## config.mk

```make
export PLATFORM = sky130hd
export DESIGN_NAME = bg_scene_sequencer
export DESIGN_NICKNAME = d
export VERILOG_FILES = /design/src/rtl/bg_scene_sequencer.sv
export SDC_FILE = /design/constraint.sdc
export NUM_CORES = 1
export LEC_CHECK = 0
export CAP_MARGIN = 10
export CORE_ASPECT_RATIO = 1.1
export CORE_MARGIN = 4
export CORE_UTILIZATION = 44
export DETAILED_ROUTE_END_ITERATION = 12
export HOLD_SLACK_MARGIN = 0.05
export PLACE_DENSITY = 0.74
export SYNTH_ARGS = -nofsm -noshare
export SYNTH_HDL_FRONTEND = slang
export SYNTH_SLANG_ARGS = --single-unit
```

## constraint.sdc

```tcl
create_clock -name clk -period 1.55 [get_ports clk]
set_input_delay 0.31 -clock clk [delete_from_list [all_inputs] [get_ports clk]]
set_output_delay 0.31 -clock clk [all_outputs]
set_load 0.01 [all_outputs]
```

## src/rtl/bg_scene_sequencer.sv

```systemverilog
// Background scene controller: picks one of four VGA background sources and
// animates scene changes as a left-to-right wipe, updating state only at frame start.
module bg_scene_sequencer #(
    parameter int DWELL_FRAMES = 300,
    parameter int WIPE_STEP    = 32,
    parameter int H_ACTIVE     = 640
) (
    input  logic       clk,
    input  logic       rst_n,
    input  logic [9:0] pix_x,
    input  logic [9:0] pix_y,
    input  logic       mode_auto,
    input  logic [1:0] sel_in,
    input  logic       btn_next,
    output logic [1:0] bg_sel,
    output logic [1:0] cur_scene,
    output logic       busy,
    output logic       scene_done
);

    localparam int              DW_W       = (DWELL_FRAMES > 1) ? $clog2(DWELL_FRAMES) : 1;
    localparam logic [DW_W-1:0] DWELL_LAST = DW_W'(DWELL_FRAMES - 1);
    localparam logic [10:0]     STEP       = 11'(WIPE_STEP);
    localparam logic [10:0]     H_END      = 11'(H_ACTIVE);

    typedef enum logic {SHOW = 1'b0, WIPE = 1'b1} state_t;

    state_t          state_q, state_d;
    logic            frame_tick_q, frame_tick_d;
    logic [1:0]      cur_q, cur_d;
    logic [1:0]      nxt_q, nxt_d;
    logic [1:0]      bg_sel_q, bg_sel_d;
    logic [10:0]     wipe_x_q, wipe_x_d;
    logic [DW_W-1:0] dwell_q, dwell_d;
    logic [1:0]      btn_hist_q, btn_hist_d;
    logic            done_q, done_d;
    logic [10:0]     wipe_sum;
    logic            press;
    logic            wipe_end;

    // Press = high on two consecutive frame samples after a low one.
    assign press    = btn_next & btn_hist_q[0] & ~btn_hist_q[1];
    assign wipe_sum = wipe_x_q + STEP;
    assign wipe_end = (wipe_sum >= H_END);

    always_ff @(posedge clk) begin
        if (!rst_n) begin
            state_q      <= SHOW;
            frame_tick_q <= 1'b0;
            cur_q        <= 2'd0;
            nxt_q        <= 2'd0;
            bg_sel_q     <= 2'd0;
            wipe_x_q     <= 11'd0;
            dwell_q      <= '0;
            btn_hist_q   <= 2'b00;
            done_q       <= 1'b0;
        end else begin
            state_q      <= state_d;
            frame_tick_q <= frame_tick_d;
            cur_q        <= cur_d;
            nxt_q        <= nxt_d;
            bg_sel_q     <= bg_sel_d;
            wipe_x_q     <= wipe_x_d;
            dwell_q      <= dwell_d;
            btn_hist_q   <= btn_hist_d;
            done_q       <= done_d;
        end
    end

    always_comb begin
        state_d      = state_q;
        cur_d        = cur_q;
        nxt_d        = nxt_q;
        wipe_x_d     = wipe_x_q;
        dwell_d      = dwell_q;
        btn_hist_d   = btn_hist_q;
        done_d       = 1'b0;
        frame_tick_d = (pix_x == 10'd0) && (pix_y == 10'd0);

        if (frame_tick_q) begin
            btn_hist_d = {btn_hist_q[0], btn_next};
            if (state_q == WIPE) begin
                // Inputs are ignored mid-wipe; a pending sel_in is picked up in SHOW.
                dwell_d = '0;
                if (wipe_end) begin
                    cur_d    = nxt_q;
                    state_d  = SHOW;
                    wipe_x_d = 11'd0;
                    done_d   = 1'b1;
                end else begin
                    wipe_x_d = wipe_sum;
                end
            end else if (!mode_auto) begin
                dwell_d = '0;
                if (sel_in != cur_q) begin
                    state_d  = WIPE;
                    nxt_d    = sel_in;
                    wipe_x_d = 11'd0;
                end
            end else if (press || (dwell_q == DWELL_LAST)) begin
                state_d  = WIPE;
                nxt_d    = cur_q + 2'd1;
                wipe_x_d = 11'd0;
                dwell_d  = '0;
            end else begin
                dwell_d = dwell_q + DW_W'(1);
            end
        end
    end

    always_comb begin
        bg_sel_d = cur_q;
        if ((state_q == WIPE) && ({1'b0, pix_x} < wipe_x_q)) begin
            bg_sel_d = nxt_q;
        end
    end

    assign bg_sel     = bg_sel_q;
    assign cur_scene  = cur_q;
    assign busy       = (state_q == WIPE);
    assign scene_done = done_q;

endmodule
```

# After elaboration in Yosys (flattened, before gate mapping)
# Cells that the tools add are included.
dict set report totals {
  reg_bits 31
  inputBits 26
  elab_cells 51
}
dict set report classes {
  order_cmp 2
  n_mux 18
  n_reduce_logical 11
  eq_ne 4
  bitwise_logic 4
  n_addsub 3
}
# cell count
set ops {}
lappend ops {{11-bit 2-to-1 mux} 5}
lappend ops {{9-bit 2-to-1 mux} 3}
lappend ops {{10-bit zero test} 2}
lappend ops {{11-bit by 6-bit adder with 11-bit output, second input constant} 1}
lappend ops {{11-bit by 10-bit greater-or-equal comparator with 1-bit output, second input constant} 1}
lappend ops {{10-bit by 11-bit less-than comparator with 1-bit output} 1}
lappend ops {{9-bit by 1-bit adder with 9-bit output, second input constant} 1}
lappend ops {{9-bit == test, second input constant} 1}
lappend ops {{3-bit AND reduction} 3}
lappend ops {{2-bit 2-to-1 mux} 4}
lappend ops {{1-bit 2-to-1 mux} 6}
lappend ops {{4-bit AND reduction} 1}
lappend ops {{3-bit by 1-bit inequality test with 1-bit output, second input constant} 1}
lappend ops {{3-bit nonzero test} 1}
lappend ops {{2-bit by 1-bit adder with 2-bit output, second input constant} 1}
lappend ops {{1-bit AND} 2}
lappend ops {{1-bit logical AND} 2}
lappend ops {{2-bit by 1-bit inequality test with 1-bit output, second input constant} 1}
lappend ops {{2-bit inequality test} 1}
lappend ops {{1-bit NOT} 2}
lappend ops {{2-bit nonzero test} 1}
lappend ops {{1-bit logical OR} 1}

# Logic depth before layout (Yosys ltp)
# Gate-level depths: netlist of run 1.
dict set report depth {
  ltp_word 6
  mapped_depth 7
}

# Worst setup path after synthesis of run 1
# OpenSTA, ideal clock, no wires.
dict set report synth_timing {
  path_kind {register to register}
  from {reg dwell_q[2]}
  to {reg nxt_q[0]}
  stages_incl_launch_ff 6
  period_less_slack_ps 1680
  arrival_ps 1608
  path_slack_ps -130
  required_ps 1478
  path_cell_list {dfxtp_1 > or4b_1 > o211ai_2 > o31a_4 > nor3b_4 > mux2i_1}
}
dict set report synth_via {
  elab_chain_len 4
}
# item line
set synth_lines {}
lappend synth_lines {{start: declaration} 34} ;# logic [DW_W-1:0] dwell_q, dwell_d;
lappend synth_lines {{start signal: assignment} 64} ;# dwell_q <= dwell_d;
lappend synth_lines {{9-bit == test} 100} ;# end else if (press || (dwell_q == DWELL_LAST)) begin
lappend synth_lines {{1-bit logical OR} 100}
lappend synth_lines {{2-bit by 1-bit inequality test with 1-bit output (no source line)} n/a}
lappend synth_lines {{4-bit AND reduction (no source line)} n/a}
lappend synth_lines {{end signal: assignment} 61} ;# nxt_q <= nxt_d;
lappend synth_lines {{end: declaration} 31} ;# logic [1:0] nxt_q, nxt_d;
# No other way between the ends.
# A chain may end at the register's enable or synchronous reset.

# Worst setup path after layout of run 1
# Ends and elaborated chain as after synthesis.

==> results of run 1 <==
report_power, final:
part | internal [W] | total (W) | switching (W)
clock | 0.000262 | 0.000483 | 0.000221
combinational | 0.0000972 | 0.000153 | 0.0000560
sequential | 0.000665 | 0.000665 | 0.000000000113
total | 0.00102 | 0.00130 | 0.000277
area by class of cell:
cell class	count	area share, %
timing repair buffer	64	26.3
multi-input combinational	117	43.3
tap	34	1.95
clock inverter	1	1.37
clock buffer	3	1.03
sequential	26	24.7
inverter	8	1.37
synthesized netlist by cell type (4+ instances only):
library cell | number | share of area (%)
dfxtp_1 | 26 | 37
nand2_1 | 15 | 4.1
nor2_1 | 15 | 4.1
mux2i_1 | 10 | 7.2
nand3_1 | 9 | 3.2
xor2_1 | 9 | 5.7
inv_1 | 8 | 2.2
nand4_1 | 8 | 3.6
ha_1 | 7 | 6.3
a21oi_1 | 6 | 2.2
nor3_1 | 5 | 1.8
nor4_1 | 4 | 1.8
sequential cells by signal (all words and copies together) (netlist names):
signal        flops
busy              1
bg_sel            2
btn_hist_q        2
dwell_q           9
nxt_q             2
scene_done        1
wipe_x_q          6
cur_scene         2
frame_tick_q      1
logic make-up (layout without fill, tap and decap cells):
family,after synthesis,after routing,share of synthesized area [%]
simple gates,70,70,28.0
buf+inv,11,76,3.60
fa+ha+maj,7,7,6.31
compound gates,20,20,11.1
mux,10,10,7.21
flops,26,26,37.5
xor+xnor,10,10,6.31
what timing repair did:
item                       4_1_cts  5_1_grt
setup endpoints to repair       23       27
gates resized for setup         11       28
hold buffers                     0        0
pin swaps                        3        9
buffers inserted                 5        5
worst paths after layout:
kind         startpoint            to  slack (ps)
min            nxt_q[0]  cur_scene[0]         480
min reg2reg    nxt_q[0]  cur_scene[0]         480
max reg2reg  dwell_q[2]      nxt_q[0]        -260
max          dwell_q[2]      nxt_q[0]        -260
through the flow:
step	cells	area, um^2	hold slack [ps]	setup slack [ps]	power, W
after global routing	253	2190	538	-313	0.00135
after CTS	248	2040	495	-250	0.00129
after detailed placement	239	1930	486	-404	0.000807
after global placement	239	1930	463	-346	0.000803
after floorplan	154	1430	451	-104	0.000719
final	253	2190	484	-261	0.00130
placed cells by master (no fill, tap or decap), types with 4 or more instances in the layout:
master           count
dfxtp_1             14
buf_4               30
mux2i_1             10
clkdlybuf4s50_1     26
nor3_1               4
nor2_1              13
nor4_1               4
xor2_1               9
a21oi_1              4
dfxtp_2             10
ha_1                 4
nand2_1             15
inv_1                7
nand3_1              9
nand4_1              8
metal layers:
| metal | global-route usage, % | vias to the layer above | part of all wire (%) |
|---|---|---|---|
| li1 | - | 698 | - |
| met3 | 4.65 | 9 | 2.5 |
| met5 | 0 | - | 0 |
| met1 | 20.3 | 672 | 36 |
| met2 | 39.4 | 21 | 59 |
| met4 | 7.96 | 0 | 2.0 |
worst max-delay path: stages, from the launching register on:
cell and delay (ps):
dfxtp_2 350, or4b_4 560, o211ai_4 200, o31a_4 170, nor3b_4 220, mux2i_1 230
==> impl_metrics.ini, run 1 <==
[timing]
timing.final.crit_share_pct = 117
max_freq_ghz = 0.552
setup_viol = 20
rsz0062_at_grt = true
slew_violations = 0
skew_ps = 16.3
tightest_slew_ps = 336
fin_ws_ps = -261
min_period_ps = 1810
hold_viol_final = 0
slew_headroom_pct = 77.4
fin_setup_tns_ps = -4000

[setup_path]
end_kind = flop
worstPathMaxFanout = 2
r2r_cells = 5
startpoint_type = flop
worstSetupPathType = reg -> reg
cp.required_ps = 1820
critPathArrivalTime_ps = 2080

[placement]
place_hpwl_um = 2910
gp_congestion = 0.861
io_buffers = 31

[hold_path]
hold_depth = 2
hold_path.class = reg -> reg

[clock_network]
cts_tree = done
cts_buffers = 3
cts_sinks = 26
clock_latency_ps = 340
clockBufferDepth = 2
htreeDepth = 1
cts_root_buf = clkbuf_4
cts.clk_slew.worst_paths_ps = 160

[yosys]
ys_seq_area_share_pct = 37.5
synth_cells = 154
syn_nets = 187
ys_warn_count = 0
synth-seq-cells = 26
synth-main-ff-cell = dfxtp_1
syn_area_um2 = 1390
yosysUniqueCellTypes = 38
avgSynthCellArea_um2 = 9.02
synth_edf_count = 0
synthArstFlopShare_pct = 0

[final_layout]
multi_input_area_um2 = 946
syn2layout_area_growth_pct = 57.4
fillers = 228
fin_nets = 253
final_util_pct = 71.7
antennaDiodeCount = 0
ff_latch_area_um2 = 541
drive_above_1_share_pct = 33.3

[power]
ir_drop_mv = 0.893
leakagePower_nw = 0.872
power_density_nw_per_um2 = 595

[drt]
drtPass1Iterations = 4
via_count = 1400
drc = 0
wl_um = 4130
viasPerCell = 5.53
drt_iter0_drc = 71
routedWlPerCell_um = 16.3
detail-route-antenna-nets = 0

[die]
die_area_um2 = 4120
ios = 32
initial_core_util_pct = 45.6
rows = 21
core_area_um2 = 3050
dieWidth_um = 61.6
die_h_um = 66.9

[global_routing]
track_usage_pct = 20.5
grt_antenna_before_repair = 0
grt_max_degree = 16
grt.overflow.total = 0
grt_pass1_vias = 1422
grt_pass1_wl_um = 6240

[run_status]
outcome = complete, but fails checks
violations = setup timing

[flow_run]
cap_violations = 0
Power figures use the tool's default switching activity.
==> inputs of run 2 (changes only) <==
--- a/config.mk
+++ b/config.mk
@@ -5,7 +5,7 @@
 export SDC_FILE = /design/constraint.sdc
 export NUM_CORES = 1
 export LEC_CHECK = 0
-export CAP_MARGIN = 10
+export CAP_MARGIN = 0
 export CORE_ASPECT_RATIO = 1.1
 export CORE_MARGIN = 4
 export CORE_UTILIZATION = 44
==> results of run 2 <==
Final layout, timing and power as in run 1 (identical DEF).
